`config.mk`:
```
export PLATFORM = sky130hd
export DESIGN_NAME = tx_axis_arbiter
export DESIGN_NICKNAME = d
export VERILOG_FILES = /design/src/rtl/mac_pkg.sv /design/src/rtl/rr_arbiter.sv /design/src/rtl/tx_axis_arbiter.sv
export SDC_FILE = /design/constraint.sdc
export NUM_CORES = 1
export LEC_CHECK = 0
export CAP_MARGIN = 20
export CORE_AREA = 2 2 152 154
export DETAILED_ROUTE_END_ITERATION = 10
export DIE_AREA = 0 0 154 156
export HOLD_SLACK_MARGIN = 0.06
export PLACE_DENSITY_LB_ADDON = 0.3
export SYNTH_ARGS = -nofsm -noshare
export SYNTH_HDL_FRONTEND = slang
export SYNTH_SLANG_ARGS = --single-unit
```
`constraint.sdc`:
```
create_clock -name i_clk -period 2.5 [get_ports i_clk]
set_input_delay 0.375 -clock i_clk [delete_from_list [all_inputs] [get_ports i_clk]]
set_output_delay 0.375 -clock i_clk [all_outputs]
set_load 0.05 [all_outputs]
```
`src/rtl/mac_pkg.sv`:
```
// Shared types and helpers for the tx_mac user-side AXIS arbiter.
package mac_pkg;

  typedef enum logic [1:0] {
    ARB_IDLE,
    ARB_GRANT,
    ARB_FLUSH
  } arb_state_t;

  localparam int MAX_PORTS = 8;

  function automatic int onehot_to_idx(input logic [MAX_PORTS-1:0] v);
    int idx;
    idx = 0;
    for (int i = 0; i < MAX_PORTS; i++) begin
      if (v[i]) idx = i;
    end
    return idx;
  endfunction

endpackage

```
`src/rtl/rr_arbiter.sv`:
```
// Combinational round-robin pick: first requester strictly after i_last_grant,
// wrapping modulo N. Output is one-hot, zero when nothing requests.
module rr_arbiter #(
  parameter int N = 4,
  localparam int IW = (N > 1) ? $clog2(N) : 1
) (
  input  logic [N-1:0]  i_req,
  input  logic [IW-1:0] i_last_grant,
  output logic [N-1:0]  o_grant
);

  localparam int IW1 = IW + 1;

  logic [IW1-1:0] w_idx;
  logic           w_found;

  always_comb begin
    o_grant = '0;
    w_found = 1'b0;
    w_idx   = '0;
    for (int k = 1; k <= N; k++) begin
      w_idx = {1'b0, i_last_grant} + IW1'(k);
      if (w_idx >= IW1'(N)) w_idx = w_idx - IW1'(N);
      if (!w_found && i_req[w_idx[IW-1:0]]) begin
        o_grant[w_idx[IW-1:0]] = 1'b1;
        w_found                = 1'b1;
      end
    end
  end

endmodule

```
`src/rtl/tx_axis_arbiter.sv`:
```
// Packet-level round-robin arbiter feeding the single tx_mac user AXIS input.
// Grants whole frames; a mid-frame tvalid gap aborts and flushes the remainder.
module tx_axis_arbiter
  import mac_pkg::*;
#(
  parameter int N_PORTS    = 4,
  parameter int DATA_WIDTH = 64,
  parameter int KEEP_WIDTH = 8
) (
  input  logic                         i_clk,
  input  logic                         i_reset,
  input  logic [N_PORTS*DATA_WIDTH-1:0] s_axis_tdata,
  input  logic [N_PORTS*KEEP_WIDTH-1:0] s_axis_tkeep,
  input  logic [N_PORTS-1:0]           s_axis_tvalid,
  input  logic [N_PORTS-1:0]           s_axis_tlast,
  output logic [N_PORTS-1:0]           s_axis_tready,
  input  logic [N_PORTS-1:0]           i_port_enable,
  output logic [DATA_WIDTH-1:0]        m00_axis_tdata,
  output logic [KEEP_WIDTH-1:0]        m00_axis_tkeep,
  output logic                         m00_axis_tvalid,
  output logic                         m00_axis_tlast,
  input  logic                         m00_axis_tready,
  output logic [N_PORTS-1:0]           o_grant,
  output logic                         o_abort
);

  localparam int IW = (N_PORTS > 1) ? $clog2(N_PORTS) : 1;

  arb_state_t          r_state;
  arb_state_t          w_state_next;
  logic [N_PORTS-1:0]  r_grant;
  logic [IW-1:0]       r_grant_idx;
  logic [IW-1:0]       r_last_grant;
  logic                r_frame_started;
  logic                r_abort;

  logic [N_PORTS-1:0]  w_req;
  logic [N_PORTS-1:0]  w_rr_grant;
  logic [DATA_WIDTH-1:0] w_tdata_arr [N_PORTS];
  logic [KEEP_WIDTH-1:0] w_tkeep_arr [N_PORTS];
  logic                w_sel_tvalid;
  logic                w_sel_tlast;
  logic                w_accept;
  logic                w_gap;
  logic                w_done;

  for (genvar p = 0; p < N_PORTS; p++) begin : g_unpack
    assign w_tdata_arr[p] = s_axis_tdata[p*DATA_WIDTH +: DATA_WIDTH];
    assign w_tkeep_arr[p] = s_axis_tkeep[p*KEEP_WIDTH +: KEEP_WIDTH];
  end

  assign w_req          = s_axis_tvalid & i_port_enable;
  assign w_sel_tvalid   = s_axis_tvalid[r_grant_idx];
  assign w_sel_tlast    = s_axis_tlast[r_grant_idx];
  assign m00_axis_tdata = w_tdata_arr[r_grant_idx];
  assign m00_axis_tkeep = w_tkeep_arr[r_grant_idx];
  assign o_grant        = r_grant;
  assign o_abort        = r_abort;

  rr_arbiter #(.N(N_PORTS)) u_rr (
    .i_req        (w_req),
    .i_last_grant (r_last_grant),
    .o_grant      (w_rr_grant)
  );

  always_ff @(posedge i_clk or posedge i_reset) begin
    if (i_reset) r_state <= ARB_IDLE;
    else         r_state <= w_state_next;
  end

  always_comb begin
    w_state_next    = r_state;
    s_axis_tready   = '0;
    m00_axis_tvalid = 1'b0;
    m00_axis_tlast  = 1'b0;
    w_accept        = 1'b0;
    w_gap           = 1'b0;
    w_done          = 1'b0;
    case (r_state)
      ARB_IDLE: begin
        if (|w_req) w_state_next = ARB_GRANT;
      end
      ARB_GRANT: begin
        s_axis_tready   = r_grant & {N_PORTS{m00_axis_tready}};
        m00_axis_tvalid = w_sel_tvalid;
        m00_axis_tlast  = w_sel_tlast;
        w_accept        = w_sel_tvalid & m00_axis_tready;
        // A gap before the first beat only holds the grant
        w_gap           = r_frame_started & ~w_sel_tvalid & m00_axis_tready;
        if (w_accept && w_sel_tlast) begin
          w_done       = 1'b1;
          w_state_next = ARB_IDLE;
        end else if (w_gap) begin
          w_state_next = ARB_FLUSH;
        end
      end
      ARB_FLUSH: begin
        s_axis_tready = r_grant;
        if (w_sel_tvalid && w_sel_tlast) begin
          w_done       = 1'b1;
          w_state_next = ARB_IDLE;
        end
      end
      default: w_state_next = ARB_IDLE;
    endcase
  end

  always_ff @(posedge i_clk or posedge i_reset) begin
    if (i_reset) begin
      r_grant         <= '0;
      r_grant_idx     <= '0;
      r_last_grant    <= IW'(N_PORTS - 1);
      r_frame_started <= 1'b0;
      r_abort         <= 1'b0;
    end else begin
      r_abort <= w_gap;
      if (r_state == ARB_IDLE && |w_req) begin
        r_grant     <= w_rr_grant;
        r_grant_idx <= IW'(onehot_to_idx(MAX_PORTS'(w_rr_grant)));
      end
      if (w_accept) r_frame_started <= 1'b1;
      if (w_done) begin
        r_last_grant    <= r_grant_idx;
        r_grant         <= '0;
        r_frame_started <= 1'b0;
      end
    end
  end

endmodule

```
# [Word-level counts from Yosys, hierarchy flattened]
# Index checks and enable logic that the tools add are counted.
[classes] magnitude_cmp=14 addsub=8 bitwise_logic=10 n_reduce_logical=18 muxes=57 eq_ne=5
[op_table] op="64-bit binary-select mux with 2-bit select" n=1
[op_table] op="64-bit 2-to-1 mux" n=2
[op_table] op="4-bit 2-to-1 mux" n=6
[op_table] op="1-bit 2-to-1 mux" n=22
[op_table] op="2-bit 2-to-1 mux" n=10
[op_table] op="8-bit binary-select mux with 2-bit select" n=1
[op_table] op="8-bit 2-to-1 mux" n=2
[op_table] op="3-bit greater-or-equal comparator (second input constant)" n=5
[op_table] op="2-bit by 3-bit less-than comparator with 1-bit output (second input constant)" n=5
[op_table] op="1-bit binary-select mux with 2-bit select" n=6
[op_table] op="4-bit bitwise OR" n=3
[op_table] op="1-bit logical AND" n=10
[op_table] op="4-bit bitwise AND" n=2
[op_table] op="1-bit demux with 2-bit select" n=4
[op_table] op="2-bit by 1-bit greater-or-equal comparator with 1-bit output (second input constant)" n=4
[op_table] op="4-bit case mux with 2 select lines" n=1
[op_table] op="2-bit by 1-bit subtractor with 2-bit output (second input constant)" n=4
[op_table] op="2-bit by 2-bit adder with 3-bit output (second input constant)" n=2
[op_table] op="2-bit case mux with 3 select lines" n=1
[op_table] op="2-bit != test (second input constant)" n=2
[op_table] op="2-bit nonzero test" n=2
[op_table] op="4-bit OR reduction" n=1
[op_table] op="2-bit by 1-bit adder with 3-bit output (second input constant)" n=1
[op_table] op="2-bit by 3-bit adder with 3-bit output (second input constant)" n=1
[op_table] op="10 further kinds" n=14
[word_totals] elab_cells=118 input_bits=303 out_inout_bits=83 register_bits=12

# [Logic depth before layout (Yosys ltp)]
# Gate-level depths: netlist of run 1.
[depth] word_depth=18 ltp_mapped=8 depth_no_buf=8

# [By module]
# A second synthesis of run 1 with hierarchy kept.
[hier_totals] hier_cells=198 hier_area_um2=2801.4
[by_module_without_submodules] module="tx_axis_arbiter" area_per_inst_um2=2443.6 n_inst=1 cells_per_inst=160
[by_module_without_submodules] module="rr_arbiter" area_per_inst_um2=357.8 n_inst=1 cells_per_inst=38

# [Least setup slack after synthesis of run 1]
# No wires, ideal clock.
[synth_timing] kind="reg-to-reg" startpoint="reg r_last_grant[0]" endpoint="reg r_grant_idx[0]" arrival_time_ns=2.478 stages_incl_launch_ff=8 slack_ns=-0.107 setup_ns=0.129 path_buffers=0 cell_sequence="dfstp_2 > inv_1 > ha_1 > mux4_2 > a221o_1 > a221o_1 > a31oi_2 > a21oi_1"
[synth_via] elab_chain_cells=18
[synth_rtl] element="start: declaration" line="tx_axis_arbiter.sv:33" source="logic [IW-1:0] r_last_grant;"
[synth_rtl] element="start signal: assignment" line="tx_axis_arbiter.sv:112" source="r_last_grant <= IW'(N_PORTS - 1);"
[synth_rtl] element="start signal: assignment" line="tx_axis_arbiter.sv:123" source="r_last_grant <= r_grant_idx;"
[synth_rtl] element="branches (longest 14 deep; another with 2-bit by 1-bit adder with 3-bit output)"
[synth_rtl] element="4-bit 2-to-1 mux *" line="rr_arbiter.sv:24" source="if (!w_found && i_req[w_idx[IW-1:0]]) begin"
[synth_rtl] element="1-bit 2-to-1 mux" line="mac_pkg.sv:16" source="if (v[i]) idx = i;"
[synth_rtl] element="2-bit 2-to-1 mux" line="mac_pkg.sv:16"
[synth_rtl] element="2-bit 2-to-1 mux *" line="mac_pkg.sv:16"
[synth_rtl] element="end signal: assignment" line="tx_axis_arbiter.sv:119" source="r_grant_idx <= IW'(onehot_to_idx(MAX_PORTS'(w_rr_grant)));"
[synth_rtl] element="end: declaration" line="tx_axis_arbiter.sv:32" source="logic [IW-1:0] r_grant_idx;"
# Mark *: on every way between the ends. The select of a mux whose other input is x is not followed.
# A chain may end at the register's enable or synchronous reset.

# [Worst setup path in the final report of run 1]
[layout_timing] startpoint="reg r_last_grant[0]" endpoint="reg r_grant_idx[1]"
[layout_via] elab_chain_cells=17
[layout_rtl] element="branches (longest 14 deep; another with 2-bit by 1-bit adder with 3-bit output)"
[layout_rtl] element="4-bit 2-to-1 mux *" line="rr_arbiter.sv:24"
[layout_rtl] element="2-bit 2-to-1 mux" line="mac_pkg.sv:16"
[layout_rtl] element="2-bit 2-to-1 mux *" line="mac_pkg.sv:16"
# Marked as above.

==> results of run 1 <==
report_power, final:
part / internal, mW / leakage, nW / switching [mW] / total, mW
logic: 3.59 / 2.62 / 4.55 / 8.14
clock network: 0.215 / 0.0382 / 0.0840 / 0.299
registers: 0.315 / 0.140 / 0.157 / 0.472
total: 4.12 / 2.80 / 4.79 / 8.91
kinds of logic (layout without fill, tap and decap cells):
logic type	count (synthesis)	after routing	share of synthesized area
DFF	12	12	0.1084
AOI/OAI and AO/OA	35	35	0.08782
muxes	78	78	0.6214
other	0	1	0
and+or+nand+nor	50	50	0.09499
adders and majority gates	11	11	0.04928
buffers and inverters	26	414	0.03808
final cells by class:
| cell class | instances | area [um2] |
|---|---|---|
| sequential | 12 | 310.3 |
| clock buffer | 4 | 78.83 |
| multi-input combinational | 174 | 2415 |
| antenna | 1 | 2.502 |
| inverter | 7 | 26.28 |
| tap | 285 | 356.6 |
| fill | 2203 | 14970 |
| timing repair buffer | 403 | 4207 |
Yosys cell counts, types with 2 or more instances:
cell type	number	area [um2]
dfrtp_1	10	250.2
nor3_1	2	10.01
mux4_2	75	1689
inv_1	7	26.28
dfstp_2	2	52.55
a21oi_1	9	45.04
clkbuf_1	9	33.78
mux2i_1	2	20.02
nand2_1	14	52.55
nor2_1	10	37.54
a211oi_1	2	15.01
buf_2	7	35.03
nand4_1	2	12.51
and2_4	2	17.52
ha_1	11	137.6
and3b_1	2	17.52
a221o_1	4	40.04
and2_1	11	68.82
a21boi_0	2	15.01
o21ai_0	8	40.04
o2bb2ai_1	2	17.52
buf_1	3	11.26
a221oi_1	2	17.52
critical path, cell delays in order (launching register included):
cell and delay (ps):
dfstp_2 530, inv_2 50, ha_4 290, mux4_2 570, a221o_1 310, a221o_1 300, a31oi_4 180, a21oi_1 90
worst max-delay path by stage:
stage,startpoint,endpoint,slack (ps)
3_5_place_dp,s_axis_tvalid[0],r_grant_idx[1],-90
2_1_floorplan,r_last_grant[0],r_grant_idx[0],10
4_1_cts,r_last_grant[1],r_grant_idx[1],30
6_report,r_last_grant[0],r_grant_idx[1],40
3_3_place_gp,s_axis_tvalid[0],r_grant_idx[0],-40
5_1_grt,r_last_grant[0],r_grant_idx[1],-40
through the flow:
stage	setup WS [ps]	cells	area, um2
6_report	40.63	886	7396
5_1_grt	-35.59	886	7396
4_1_cts	32.31	884	7367
3_5_place_dp	-90.04	880	7288
3_3_place_gp	-35.90	880	7288
2_1_floorplan	13.75	212	2805
layer usage:
metal	share of wire	vias to the layer above	track usage
met5	0.0017	-	0
met1	0.40	1883	0.1828
met3	0.074	18	0.03250
met2	0.51	190	0.2496
li1	-	1692	-
met4	0.0070	4	0.02136
flip-flops by register name, summed over array words and instances (netlist names):
name / cells
o_abort: 1
o_grant: 4
r_frame_started: 1
r_grant_idx: 2
r_last_grant: 2
r_state: 2
repair_timing:
action                     in CTS  in global routing
setup endpoints to repair       0                  4
buffers inserted                0                  1
hold buffers                    0                  0
gates resized for setup         0                  5
==> metrics.txt, run 1 <==
status finished, final reports clean; top_reg_cell synth dfrtp_1; Routed WL around 18000 um; Synth cell types 37; Yosys warning total 0; Slew Limit Headroom 0.6486; r2r worst-path depth 7; GRT Util Overall 0.1425; DIE AREA 24020 um2; Fin Setup TNS 0 ps; final hold slack between 400 and 500 ps; DRT antenna net count 0; Syn Nets 526; Tmin final between 2000 and 2500 ps; crit-path max FO 5; DRT Pass-1 Iters 4; total power 8.912 mW; Critical Path RT 2620 ps; layout cells sized above 1 0.3150; Core Region 22370 um2; Leakage approximately 2.8 nW; Worst-Skew Late Latency 240 ps; asr flop ratio synth 1.000; clock tree buffer depth 2; Clock Pin Slew Worst Setup and Hold Paths 40 ps; # DRC 0; sequential element share of the synthesized area 0.1084; vias in the first global route 4068; CTS tree built; Post-synth EDFFs 0; max-slew violation count 0; flop2flop setup slack between 40 and 50 ps; pin count of the biggest net entering global routing 39; dpl hpwl 16290 um; wire per inst 20.78 um; Iter 0 DRT Violations 195; total gr overflow 0; Synth Instances 212; maximum VDD drop 0.5566 mV; initial core utilization 0.1249; final-report hold violation count 0; CTS buffer count 3; maxcap violations 0; RSZ-0062 raised after global routing yes; Clock Skew 2.968 ps; worst slew pin tran 525.4 ps; initial antenna violation count 3; r2r startpoint r_last_grant[0]; most frequent cells in the layout 307 x clkdlybuf4s50_1, 75 x mux4_2, 63 x buf_4; via count between 3k and 4k; Startpoint Class flop; post-layout util 0.3307; Yosys reg bits 12; Hold WC Path Type in2async; H-tree depth 1; Die X-Extent around 150 um; final setup fails 0; cell chosen for the clock root clkbuf_16; Final Wtd Congestion 0.8985; PortBufs 385; Vias/cell 4.274; crit end category flop; WP data arrival 2580 ps; P&R area growth vs syn 164.8%; row cnt 55; Final Cycle Share 0.9837; io pins slightly below 400; WS Path Type reg2reg; worst r2r dst r_grant_idx[1]; first-pass GRT wire length 26080 um; Post-Syn Area 2793 um2; Die Y 156 um; syn avg cell area 13.17 um2; Clock Sinks 12; commonest non-fill, non-tap cell in the layout clkdlybuf4s50_1; final net count 915; PD cells between 1000 and 1500 nW/um2; upper clock frequency limit 0.4066 GHz
Power figures use the tool's default switching activity.
==> run 2: changes to the inputs <==
CAP_MARGIN = not set   (was 20)
==> results of run 2 <==
Final layout, timing and power as in run 1 (identical DEF).
==> patch 1 (flow settings as in run 1) <==
The parameter `N_PORTS` goes from 4 to 2.
--- a/src/rtl/tx_axis_arbiter.sv
+++ b/src/rtl/tx_axis_arbiter.sv
@@ -4,5 +4,5 @@
   import mac_pkg::*;
 #(
-  parameter int N_PORTS    = 4,
+  parameter int N_PORTS    = 2,
   parameter int DATA_WIDTH = 64,
   parameter int KEEP_WIDTH = 8
Ports: changed (7 resized); port bits go from 386 to 232. The function was not compared with the original's and may differ.
==> patch 1 against run 1 <==
  * Worst setup slack improved by 0.12 ns
  * Routed wire length decreased by 53%
  * Design area decreased by 46%
  * Total power decreased by 55%
  * Sequential cell count decreased by 4
  * Largest power group unchanged
  * Largest cell class unchanged
  * Clock skew increased by 0.0030 ns
  * Area after synthesis decreased by 48%
  * Register-to-register slack improved by 0.54 ns
  * Count of clock-buffer cells in the layout unchanged
  * Critical endpoint is now m00_axis_tvalid
==> patch 1: results (changes against run 1) <==
Critical path
  • Worst r2r src: r_grant_idx
  • CP Capture Point: m00_axis_tvalid
  • Slowest CP cell: buf_4
  • Peak fanout along the critical path: 41 (+36)
  • FF-to-FF setup slack: 0.58 ns (+0.54 ns)
  • R2R depth: 5 (-2)
  • Delay of the slowest cell on the worst path: 0.50 ns (-0.07 ns)
  • Terminus of the critical flop-to-flop path: r_last_grant

Place
  • GPL Wtd Cong: 0.7538 (-16%)
  • Placed inst area: 0.003948 mm² (-46%)
  • Port buffer count: 231 (-40%)
  • Setup WS pre-CTS: 0.3243 ns (+0.4144 ns)
  • Placed wire-length estimate: 7552 µm (-54%)

Drt
  • Drt total wl: 8601 µm (-53%)
  • DR vias/cell: 3.117 (-27%)
  • First-pass detailed-route iteration total: 5 (+1)
  • Met1 wire length: 2943 µm (-61%)
  • Met2 wire length: 4645 µm (-51%)
  • WL met3: 954 µm (-30%)
  • DRT iter0 DRCs: 89 (-54%)

STA
  • Worst slew pin tran: 0.5717 ns (+0.04628 ns)
  • Fin Clk Skew: 0.005923 ns (+0.002955 ns)
  • Hold WS: 0.4030 ns (-0.06547 ns)

Global route
  • Antenna violations before repair: 1 (-2)
  • First-pass GRT wire length: 11960 µm (-54%)
  • Routing usage on met2: 12.92% (-12 points)
  • Pin count of the biggest net entering global routing: 42 (+7.7%)
  • Vias in the first global route: 2194 (-46%)
  • GR met3 Demand/Resource: 2.611% (-0.64 points)
  • Overall routing resource usage: 6.453% (-7.8 points)
  • GRT met1 Usage: 6.247% (-12 points)

Logic synthesis
  • Largest cells by area after synthesis: mux2_2 38%, mux2_1 18%, dfrtp_1 12%
  • Syn Area/Cell: 10.47 µm² (-21%)
  • Netlist cell types: 33 (-11%)
  • Top cell type's share of synthesized area: 38.18% (-22 points)
  • Post-synthesis sequential area ratio: 13.94% (+3.1 points)
  • YS warnings: 0 (unchanged)
  • Commonest cells post-synth: 49 x mux2_2, 23 x mux2_1, 7 x dfrtp_1, 5 x inv_1, 5 x mux2i_1
  • Syn Nets: 294 (-44%)

Power and ir drop
  • Overall power: 0.003987 W (-55%)
  • Combinational power share: 86.3% (-5.0 points)
  • Maximum VDD drop: 344.8 µV (-38%)
  • Static Leak: 1.576 nW (-44%)
  • Clk. pwr: 0.000282 W (-6%)
  • Switch share: 56.42% (+2.6 points)

Run status
  • Status: finished clean

Cells and area
  • Non-Filler Instances: 651 (-27%)
  • Layout cells sized above 1: 36.34% (+4.8 points)
  • Fillcell total: 2480 (+13%)
  • Fin nets: 523 (-43%)
  • Antenna cell count: 0 (-1)

Clock network
  • Inserted Clock Buffers: 3 (unchanged)
  • Postcts setup bufs: 0 (unchanged)
  • H-tree lvl count: 1 (unchanged)
## patch 1: cell count changes after synthesis, moves of 4 or more
cell      before  now
o21ai_0        8    0
mux4_2        75    0
a21oi_1        9    2
ha_1          11    3
mux2_1         0   23
clkbuf_1       9    0
and2_1        11    3
nor2_1        10    2
mux2_2         0   49
a221o_1        4    0
nand2_1       14    3
## patch 1: final cells by class
class | count | area, µm² | area share [%]
Multi-Input combinational cell | 116 | 1160 | 28.81
Clock buffer | 4 | 78.83 | 1.958
Sequential cell | 8 | 205.2 | 5.096
Timing Repair Buffer | 233 | 2207 | 54.82
Inverter | 5 | 18.77 | 0.4661
Tap cell | 285 | 356.6 | 8.856
## patch 1: kinds of logic (layout without fill, tap and decap cells)
family / after synthesis / count (layout) / synth area share, %
adders and majority gates: 3 / 3 / 2.598
DFF: 8 / 8 / 13.94
buffers and inverters: 14 / 242 / 5.801
AOI/OAI and AO/OA: 14 / 14 / 7.619
and+or+nand+nor: 21 / 21 / 9.438
muxes: 78 / 78 / 60.61
==> patch 2 (settings of run 1) <==
Without the edit above. Encoding of `arb_state_t`: now one-hot (3 bits for 3 states).
--- a/src/rtl/mac_pkg.sv
+++ b/src/rtl/mac_pkg.sv
@@ -2,8 +2,8 @@
 package mac_pkg;
 
-  typedef enum logic [1:0] {
-    ARB_IDLE,
-    ARB_GRANT,
-    ARB_FLUSH
+  typedef enum logic [2:0] {
+    ARB_IDLE  = 3'b001,
+    ARB_GRANT = 3'b010,
+    ARB_FLUSH = 3'b100
   } arb_state_t;
 
Check against the original RTL: same outputs for any inputs over 4 cycles, from zero or initial values and one cycle with i_reset high; so few cycles prove little.
==> patch 2 against run 1 <==
  * Utilization rose by 0.21 points
  * Area after synthesis rose by 0.22%
  * Critical path depth rose by 1
  * Routed wire length fell by 1.4%
  * Worst setup slack improved by 0.16 ns
  * Global-route usage fell by 0.48 points
  * Non-clock buffer count fell by 5
  * Sequential power rose by 4.9%
  * Total power fell by 1.4%
  * First-iteration DRC count rose by 19%
  * Via count fell by 0.87%
  * Design area rose by 0.63%
  * Sequential cell count rose by 1
==> patch 2: results (changes against run 1) <==
Global route
  • Overall routing resource usage: 13.77% (-0.48 points)
  • Vias in the first global route: 4018 (-1.2%)
  • Antenna violations before repair: 1 (-2)
  • Pin count of the biggest net entering global routing: 33 (-15%)
  • First-pass GRT wire length: 25360 µm (-2.8%)

Critical path
  • Crit path DAT: 2.43 ns (-0.15 ns)

Drt
  • First-pass detailed-route iteration total: 4 (unchanged)
  • DRT iter0 DRCs: 233 (+19%)
  • Via count: 3754 (-0.87%)
  • Drt total wl: 18160 µm (-1.4%)

Logic synthesis
  • Largest cells by area after synthesis: mux4_2 61%, dfrtp_1 8.9%, ha_1 3.6%
  • Synth Flop Type: dfrtp_1
  • Syn Nets: 519 (-1.3%)
  • Netlist cell types: 41 (+11%)
  • Post-synthesis sequential area ratio: 11.76% (+0.91 points)
  • Commonest cells post-synth: 76 x mux4_2, 11 x nand2_1, 10 x and2_1, 10 x buf_2, 10 x dfrtp_1

STA
  • Slew HR: 61.14% (-3.7 points)
  • Hold WS: 0.4574 ns (-0.01109 ns)
  • Final setup margin: 0.2012 ns (+0.1606 ns)
  • Fin Clk Skew: 0.0008926 ns (-0.002075 ns)

Cells and area
  • Layout cells sized above 1: 31.02% (-0.48 points)
  • Max reg flops: 4 (unchanged)
  • Fin nets: 902 (-1.4%)
  • Fillcell total: 2211 (+0.36%)
  • Area growth syn-to-layout: 165.9%

Place
  • Port buffer count: 385 (unchanged)
  • Placed wire-length estimate: 16190 µm (-0.56%)
  • Setup WS pre-CTS: 0.006570 ns (+0.09661 ns)
  • GPL Wtd Cong: 0.9001 (+0.18%)
  • Placed inst area: 0.007350 mm² (+0.84%)

Clock network
  • CTS Buffer Depth: 2 (unchanged)
  • Worst skew pair latency: 0.24 ns (about the same)
  • H-tree lvl count: 1 (unchanged)
  • Inserted Clock Buffers: 3 (unchanged)

Run status
  • Status: finished clean

Power and ir drop
  • Static Leak: 2.793 nW (about the same)
  • Maximum VDD drop: 534.3 µV (-4.0%)
[patch 2: report_power, final]
group / switching (W) / internal (W) / total (W)
Sequential: 0.000163 / 0.000332 / 0.000495
Combinational: 0.00435 / 0.00364 / 0.00800
Clock: 0.0000846 / 0.000212 / 0.000297
Total: 0.00460 / 0.00419 / 0.00879
[patch 2: logic make-up after synthesis]
group,Yosys count,share of synthesized area [%]
multiplexers,81,63.03
AND/OR/NAND/NOR,53,10.46
AO/OA/AOI/OAI,29,7.511
buffers and inverters,24,3.666
flip-flops,13,11.76
adder cells (fa/ha/maj),8,3.576
[patch 2: final timing paths]
kind / startpoint / to / depth (start not counted)
setup / recovery: r_last_grant[0] / o_grant[1] / 8
hold / removal: i_reset / r_grant_idx[1] / 2
setup reg to reg: r_last_grant[0] / o_grant[1] / 8
hold reg to reg: r_state[0] / r_state[2] / 1
max in group asynchronous: i_reset / r_grant_idx[0] / 2
min in group i_clk: r_state[0] / r_state[2] / 1
[patch 2: through the flow]
stage | total power [W] | instances
final | 0.008788 | 876
after global routing | 0.009143 | 875
after CTS | 0.008861 | 874
after detailed placement | 0.008552 | 870
after global placement | 0.008477 | 870
after floorplan | 0.005343 | 208
[patch 2: per-layer routing]
layer,wire length [µm],track usage [%]
met2,9738,25.58
met5,0,0
met3,1127,2.667
met4,116,1.513
met1,7173,16.99
[patch 2: layout make-up]
type / instances / area share, %
tap: 285 / 4.792
multi-input combinational: 171 / 31.84
antenna: 1 / 0.03362
inverter: 4 / 0.2017
sequential: 13 / 4.523
timing repair buffer: 398 / 57.53
clock buffer: 3 / 1.009
clock inverter: 1 / 0.06725
[patch 2: worst max-delay path: stages, from the launching register on]
cell and delay [ns]:
dfstp_2 0.54, inv_1 0.10, ha_2 0.39, and3b_1 0.19, mux2i_1 0.14, mux2i_1 0.13
and2_1 0.18, a221o_1 0.32, a22o_1 0.21
[patch 2: repair_timing]
item | CTS | global route
buffers inserted | 0 | 1
setup endpoints to repair | 0 | 6
resized for setup | 0 | 1
